File: src/rtl/tx_sample_sched.sv
// Transmit sample scheduler: releases one FIFO sample per programmable period to the
// serializer over valid/ready, substituting a fill sample when the FIFO runs dry.
module tx_sample_sched #(
    parameter int DATA_W    = 16,
    parameter int DIV_W     = 16,
    parameter int CNT_W     = 16,
    parameter bit HOLD_LAST = 1'b0
) (
    input  logic              mclk,
    input  logic              resetn,
    input  logic              enable,
    input  logic [DIV_W-1:0]  period,
    input  logic              fifo_rempty,
    input  logic [DATA_W-1:0] fifo_rdata,
    output logic              fifo_rinc,
    output logic              smp_valid,
    output logic [DATA_W-1:0] smp_data,
    input  logic              smp_ready,
    output logic [CNT_W-1:0]  underrun_cnt,
    output logic [CNT_W-1:0]  slip_cnt,
    input  logic              cnt_clr,
    output logic              running
);

    typedef enum logic [1:0] {
        ST_IDLE,
        ST_WAIT,
        ST_PRESENT
    } state_t;

    state_t            state_q, state_d;
    logic [DIV_W-1:0]  div_q, div_d;
    logic              smp_valid_q, smp_valid_d;
    logic [DATA_W-1:0] smp_data_q, smp_data_d;
    logic [DATA_W-1:0] last_q, last_d;
    logic [CNT_W-1:0]  underrun_q, underrun_d;
    logic [CNT_W-1:0]  slip_q, slip_d;
    logic              tick;
    logic              pop;
    logic              underrun_ev;
    logic              slip_ev;

    // Comparing with >= lets a shrinking period take effect without a wraparound.
    assign tick = enable && (div_q >= period);

    always_comb begin
        state_d     = state_q;
        div_d       = div_q;
        smp_valid_d = smp_valid_q;
        smp_data_d  = smp_data_q;
        last_d      = last_q;
        underrun_d  = underrun_q;
        slip_d      = slip_q;
        pop         = 1'b0;
        underrun_ev = 1'b0;
        slip_ev     = 1'b0;

        case (state_q)
            ST_IDLE: begin
                div_d       = '0;
                smp_valid_d = 1'b0;
                if (enable) begin
                    state_d = ST_WAIT;
                end
            end
            ST_WAIT: begin
                div_d = tick ? '0 : div_q + DIV_W'(1);
                if (tick) begin
                    smp_valid_d = 1'b1;
                    state_d     = ST_PRESENT;
                    if (!fifo_rempty) begin
                        pop        = 1'b1;
                        smp_data_d = fifo_rdata;
                        last_d     = fifo_rdata;
                    end else begin
                        smp_data_d  = HOLD_LAST ? last_q : '0;
                        underrun_ev = 1'b1;
                    end
                end
            end
            ST_PRESENT: begin
                // The divider keeps running so a stalled serializer does not shift the cadence.
                div_d = tick ? '0 : div_q + DIV_W'(1);
                if (smp_valid_q && smp_ready) begin
                    smp_valid_d = 1'b0;
                    state_d     = ST_WAIT;
                end else if (tick) begin
                    slip_ev = 1'b1;
                end
            end
            default: begin
                state_d     = ST_IDLE;
                div_d       = '0;
                smp_valid_d = 1'b0;
            end
        endcase

        if (!enable) begin
            state_d     = ST_IDLE;
            div_d       = '0;
            smp_valid_d = 1'b0;
        end

        // A clear coincident with an event leaves the count at one, not zero.
        if (cnt_clr) begin
            underrun_d = CNT_W'(underrun_ev);
        end else if (underrun_ev && (underrun_q != '1)) begin
            underrun_d = underrun_q + CNT_W'(1);
        end

        if (cnt_clr) begin
            slip_d = CNT_W'(slip_ev);
        end else if (slip_ev && (slip_q != '1)) begin
            slip_d = slip_q + CNT_W'(1);
        end
    end

    always_ff @(posedge mclk or negedge resetn) begin
        if (!resetn) begin
            state_q     <= ST_IDLE;
            div_q       <= '0;
            smp_valid_q <= 1'b0;
            smp_data_q  <= '0;
            last_q      <= '0;
            underrun_q  <= '0;
            slip_q      <= '0;
        end else begin
            state_q     <= state_d;
            div_q       <= div_d;
            smp_valid_q <= smp_valid_d;
            smp_data_q  <= smp_data_d;
            last_q      <= last_d;
            underrun_q  <= underrun_d;
            slip_q      <= slip_d;
        end
    end

    assign fifo_rinc    = pop & resetn;
    assign smp_valid    = smp_valid_q;
    assign smp_data     = smp_data_q;
    assign underrun_cnt = underrun_q;
    assign slip_cnt     = slip_q;
    assign running      = (state_q != ST_IDLE);

endmodule

File: config.mk
export PLATFORM = sky130hd
export DESIGN_NAME = tx_sample_sched
export DESIGN_NICKNAME = d
export VERILOG_FILES = /design/src/rtl/tx_sample_sched.sv
export SDC_FILE = /design/constraint.sdc
export NUM_CORES = 1
export LEC_CHECK = 0
export ABC_AREA = 1
export CORE_MARGIN = 5
export CORE_UTILIZATION = 30
export DETAILED_ROUTE_END_ITERATION = 6
export GPL_TIMING_DRIVEN = 0
export PLACE_DENSITY = 0.56
export RECOVER_POWER = 100
export SLEW_MARGIN = 40
export SYNTH_ARGS = -nofsm -noshare
export SYNTH_HDL_FRONTEND = slang
export SYNTH_SLANG_ARGS = --single-unit
File: constraint.sdc
create_clock -name mclk -period 2.24 [get_ports mclk]
set_input_delay 0.56 -clock mclk [delete_from_list [all_inputs] [get_ports mclk]]
set_output_delay 0.56 -clock mclk [all_outputs]
set_load 0.05 [all_outputs]
==> results of run 1 <==
==> registers in the layout, indices dropped and copies added (netlist names) <==
name and flops:
slip_cnt 16, state_q 2, underrun_cnt 16, div_q 16
smp_data 16, smp_valid 1
==> report_power, final <==
group | switching [mW] | internal, mW | leakage (nW)
registers | 0.0528 | 1.26 | 0.925
clock network | 0.540 | 1.20 | 0.172
logic | 0.409 | 0.232 | 1.51
==> layer usage <==
metal	global-route usage	wire [µm]	vias to the layer above
met5	0	0	-
met4	0.0511	159	0
met3	0.0286	421	11
met2	0.229	5100	61
met1	0.180	4980	1747
li1	-	-	1946
==> how the worst max path moves through the flow <==
stage                     slack [ps]  cells after the start   endpoint
after floorplan                 -390                     13  fifo_rinc
after global placement         -3010                      3  fifo_rinc
after detailed placement       -1760                     15  fifo_rinc
final                           -360                     14  fifo_rinc
after global routing            -450                     13  fifo_rinc
after CTS                       -480                     13  fifo_rinc
==> per-stage QoR <==
step	utilization	setup TNS [ps]	cells	worst slack, ps	cell area, µm²
6_report	0.440	-362	829	-362	5820
3_3_place_gp	0.396	-157870	803	-3010	5240
3_5_place_dp	0.397	-34660	804	-1760	5260
4_1_cts	0.438	-475	827	-475	5810
2_1_floorplan	-	-387	539	-387	4140
5_1_grt	0.440	-1500	829	-454	5820
==> cells by family after synthesis <==
logic type / count (synthesis) / share of synthesized area
compound gates: 46 / 0.0592
xor+xnor: 27 / 0.0582
fa+ha+maj: 23 / 0.0709
buf+inv: 70 / 0.0721
flops: 67 / 0.413
simple gates: 306 / 0.327
==> timing repair <==
action                                  4_1_cts  5_1_grt
endpoints found under the setup margin       69       22
gates resized for setup                      65       12
buffers inserted                              7        3
pin swaps                                    24        9
==> area by class of cell <==
| type | instances | area, µm² | area share |
|---|---|---|---|
| inverter | 54 | 218 | 0.0374 |
| sequential | 67 | 1680 | 0.288 |
| buffer | 15 | 88.8 | 0.0153 |
| clock buffer | 9 | 225 | 0.0387 |
| tap | 176 | 220 | 0.0378 |
| multi-input combinational | 402 | 2320 | 0.398 |
| timing repair buffer | 99 | 935 | 0.161 |
| clock inverter | 7 | 140 | 0.0241 |
==> cells in the final DEF, fill, tap and decap left out, drive strengths merged <==
master,count
nor4,2
clkdlybuf4s50,66
o22ai,2
nand4,9
nand3,34
dlygate4sd2,13
nand3b,2
nor2,64
and3,2
nand2,173
clkbuf,18
bufinv,4
o21ai,27
buf,24
a31oi,1
o2111ai,1
clkinvlp,2
dfrtp,67
nor3,15
nor3b,5
inv,54
a21oi,14
clkinv,1
ha,23
o21a,1
clkdlybuf4s15,2
xor2,21
xnor2,6
==> worst max-delay path, cell delays in order <==
cell             delay, ps
clkdlybuf4s15_1        180
inv_2                   40
ha_4                   250
nand2_2                 50
nor2_1                  90
nor2_1                  50
nand2_1                 70
nand2_1                 60
nand2_2                 80
nand2_2                 70
nand2_4                 80
nand2_4                 70
nor3b_4                200
buf_6                  180
==> impl_metrics.json, run 1 <==
{
  "timing.final.hold_violations": 0,
  "hp-class": "in2async",
  "synth_ff_type": "dfrtp_1",
  "ys_top_cells_by_area": "dfrtp_1 41%, nand2_1 16%, ha_1 7.1%",
  "r2r_end": "underrun_cnt[8]",
  "antenna_left": 0,
  "drive_gt1_frac": 0.145,
  "cts_buffer_depth": 2,
  "avgSynthCellArea_um2": 7.53,
  "worstSkewPairLatency_ps": 330,
  "postSynthRegisterBits": 67,
  "yosysUniqueCellTypes": 32,
  "path_clk_slew_ps": 60,
  "hold_buffers": 0,
  "tightest_slew_ps": 593,
  "synth_seq_area_share": 0.413,
  "grt_usage": 0.139,
  "synth_top_area_frac": 0.413,
  "leakagePower_nw": 2.61,
  "ioPinCount": 89,
  "synth.net_count": 600,
  "dieArea_um2": 16000,
  "synth_commonest_cells": "169 x nand2_1, 67 x dfrtp_1, 61 x nor2_1, 54 x inv_1, 32 x nand3_1",
  "dr.pass1.iters": 4,
  "p_total_mw": 3.69,
  "setup_viol": 1,
  "grt_max_degree": 38,
  "relSlewSlack": 0.606,
  "async_flop_share": 1.00,
  "cp_max_fo": 3,
  "fill_cells": 1313,
  "skew_ps": 6.27,
  "via_count": 3765,
  "min_period_ps": 2600,
  "rsz0062_at_grt": "true",
  "diodes": 0,
  "endpoint_kind": "primary output",
  "grt_pass1_wl_um": 18500,
  "die_w_um": 126,
  "final-max-slew-violation-count": 0,
  "synth-edff-count": 0,
  "cts_num_sinks": 67,
  "fmax_mhz": 384,
  "h-tree-depth": 3,
  "irDropWorstVdd_v": 0.000318,
  "hold_slack_ps": 100,
  "fin_nets": 709,
  "gp_congestion": 0.851,
  "rr_startpoint": "div_q[3]",
  "num_rows": 42,
  "numCtsBuffers": 9,
  "gr-total-overflow": 0,
  "yosysWarningCount": 0,
  "syn_area_um2": 4060,
  "status": "finished, violations left",
  "start_util": 0.307,
  "fin_ws_ps": -362,
  "crit_start": "period[2]",
  "syn2layout_area_growth_pct": 43.4,
  "startpoint_type": "input pin",
  "regToRegSetupSlack_ps": 60,
  "synth_most_common_cell": "nand2_1",
  "wl_per_cell_um": 12.9,
  "drc": 0,
  "wirelength_um": 10700,
  "fp.dieH_um": 126,
  "drt-initial-drc-count": 195,
  "period_share": 1.16,
  "root_buffer": "clkbuf_16",
  "critical_path_required_ps": 1680,
  "violations": "setup timing",
  "ff2ff_path_depth": 15,
  "critPathArrivalTime_ps": 2040,
  "tritoncts": "yes",
  "antenna_found_initial": 0,
  "port_buffers": 88,
  "maxCapViolCount": 0,
  "hpwl_um": 7800,
  "synth_largest_area_cell": "dfrtp_1",
  "critPathKind": "in2out",
  "vias_per_cell": 4.54,
  "coreArea_um2": 13200,
  "synthCells": 539,
  "power_density_nw_per_um2": 633,
  "grt_pass1_vias": 3843
}
No activity file was read; power rests on OpenSTA's default activity.
==> run 2: changes to the inputs <==
--- a/config.mk
+++ b/config.mk
@@ -7,10 +7,10 @@
 export LEC_CHECK = 0
 export ABC_AREA = 1
 export CORE_MARGIN = 5
-export CORE_UTILIZATION = 30
+export CORE_UTILIZATION = 46
 export DETAILED_ROUTE_END_ITERATION = 6
 export GPL_TIMING_DRIVEN = 0
-export PLACE_DENSITY = 0.56
+export PLACE_DENSITY = 0.79
 export RECOVER_POWER = 100
 export SLEW_MARGIN = 40
 export SYNTH_ARGS = -nofsm -noshare
==> run 2 against run 1 <==
Compared with the run above:
- the flow still finishes with violations (setup timing)
- clock skew up 4.0 ps
- worst hold slack got worse by 17 ps
- global-route usage up 5.4 points
- register-to-register slack improved by 100 ps
- clock power decreased by 41%
- critical endpoint unchanged
- largest power group is now sequential cells
==> impl_metrics.json, run 2 (synthesis gave the netlist of run 1 again) <==
{
  "wl_per_cell_um": 13.9,
  "power_density_nw_per_um2": 542,
  "cts_buffer_depth": 2,
  "tns_ps": -363,
  "fin_cells": 765,
  "dr_wl_met2_um": 5450,
  "num_rows": 34,
  "ff2ff_path_depth": 14,
  "critPathKind": "reg2out",
  "root_buffer": "clkbuf_8",
  "h-tree-depth": 3,
  "start_util": 0.468,
  "port_buffers": 88,
  "critPathSlowestCell": "dfrtp_1",
  "numCtsBuffers": 9,
  "min_period_ps": 2600,
  "vias_per_cell": 5.09,
  "setup_viol": 1,
  "timing.final.hold_violations": 0,
  "post-place-cells": 736,
  "critPathMaxStageDelay_ps": 480,
  "cp.depth": 10,
  "critical_path.top_delay_family": "simple AND/OR/NAND/NOR gates",
  "antenna_found_initial": 0,
  "tritoncts": "yes",
  "hold_slack_ps": 83.6,
  "status": "finished, violations left",
  "cp_max_fo": 5,
  "tightest_slew_ps": 610,
  "cts_num_sinks": 67,
  "skew_ps": 10.3,
  "ioPinCount": 89,
  "crit_chain": "ha_4 > nand2_1 > nor2_2 > nand2_1 > nand2_2 > nand2_2 > nand2_4 > nand2_4 > nor3b_4 > buf_6",
  "via_count": 3893,
  "final-max-slew-violation-count": 0,
  "p_total_mw": 3.03,
  "dieArea_um2": 10800,
  "syn2layout_area_growth_pct": 37.4,
  "relSlewSlack": 0.595,
  "fmax_mhz": 384,
  "violations": "setup timing",
  "placed_area_um2": 5180,
  "antenna_left": 0,
  "critPathArrivalTime_ps": 2040,
  "coreArea_um2": 8680,
  "grt_pass1_vias": 3771,
  "endpoint_kind": "primary output",
  "drt-initial-drc-count": 136,
  "path_clk_slew_ps": 80,
  "period_share": 1.16,
  "grt_pass1_wl_um": 17700,
  "wl_met3_um": 409,
  "drc": 0,
  "die_w_um": 104,
  "endpoint": "fifo_rinc",
  "grt_max_degree": 38,
  "irDropWorstVdd_v": 0.000309,
  "wl_met1_um": 4620,
  "maxCapViolCount": 0,
  "diodes": 0,
  "startpoint_type": "flop",
  "dr.pass1.iters": 5,
  "fin_ws_ps": -363,
  "fin_nets": 713,
  "crit_start": "div_q[5]",
  "final_common_cell": "nand2_1",
  "rr_startpoint": "div_q[5]",
  "final_cell_mix": "161 x nand2_1, 62 x dfrtp_1, 61 x clkdlybuf4s50_1, 57 x nor2_1, 44 x inv_1",
  "path_buf_inv": 1,
  "top_layer": "met4",
  "gr-total-overflow": 0,
  "critical_path_required_ps": 1680,
  "regToRegSetupSlack_ps": 160,
  "drive_gt1_frac": 0.152,
  "wirelength_um": 10600,
  "worstSkewPairLatency_ps": 340,
  "hpwl_um": 7580,
  "gp_congestion": 0.845,
  "fp.dieH_um": 104,
  "hp-class": "in2async",
  "r2r_end": "slip_cnt[7]",
  "fin_area_um2": 5580,
  "leakagePower_nw": 2.56,
  "grt_usage": 0.193,
  "rsz0062_at_grt": "true"
}
==> run 2: cell count changes in the layout (fill, tap and decap cells not counted), sizes merged <==
cell           before  now
buf                24   25
bufinv              4    1
clkbuf             18   26
clkdlybuf4s50      66   61
clkinv              1    2
inv                54   56
==> run 2: worst min-delay path by stage <==
stage,slack (ps),to,start,depth (start not counted)
final,80,smp_data[2],resetn,1
after global routing,100,smp_data[2],resetn,1
after CTS,80,smp_data[2],resetn,1
after detailed placement,460,smp_data[2],resetn,1
after global placement,440,div_q[0],div_q[0],1
after floorplan,260,div_q[0],resetn,0
==> run 2: report_power, final <==
group	leakage [nW]	switching (mW)	total, mW	internal, mW
clock	0.0962	0.512	1.03	0.522
sequential	0.920	0.0463	1.30	1.25
combinational	1.54	0.427	0.692	0.265
total	2.56	0.986	3.03	2.04
==> run 2: what timing repair did <==
action,in CTS,in global routing
hold buffers,0,0
setup endpoints to repair,67,33
resized for setup,67,20
buffers inserted,8,7
pin swaps,32,14
==> run 2: final cells by class <==
class,instances,area (µm²)
multi-input cells,402,2320
well taps,108,135
clock inverters,7,76.3
plain buffers,15,86.3
inverters,54,218
flip-flops and latches,67,1680
fillers,767,3100
clock buffers,9,124
repair buffers,103,933
==> run 2: metrics by stage <==
| step | util | setup WS, ps |
|---|---|---|
| finish | 0.643 | -363 |
| global route | 0.643 | -442 |
| CTS | 0.641 | -485 |
| detailed placement | 0.596 | -1730 |
| global placement | 0.594 | -2870 |
| floorplan | - | -387 |
==> run 2: routing by layer <==
layer,global-route usage,vias up
li1,-,1949
met1,0.245,1837
met2,0.334,94
met3,0.0354,13
met4,0.0574,0
met5,0,-
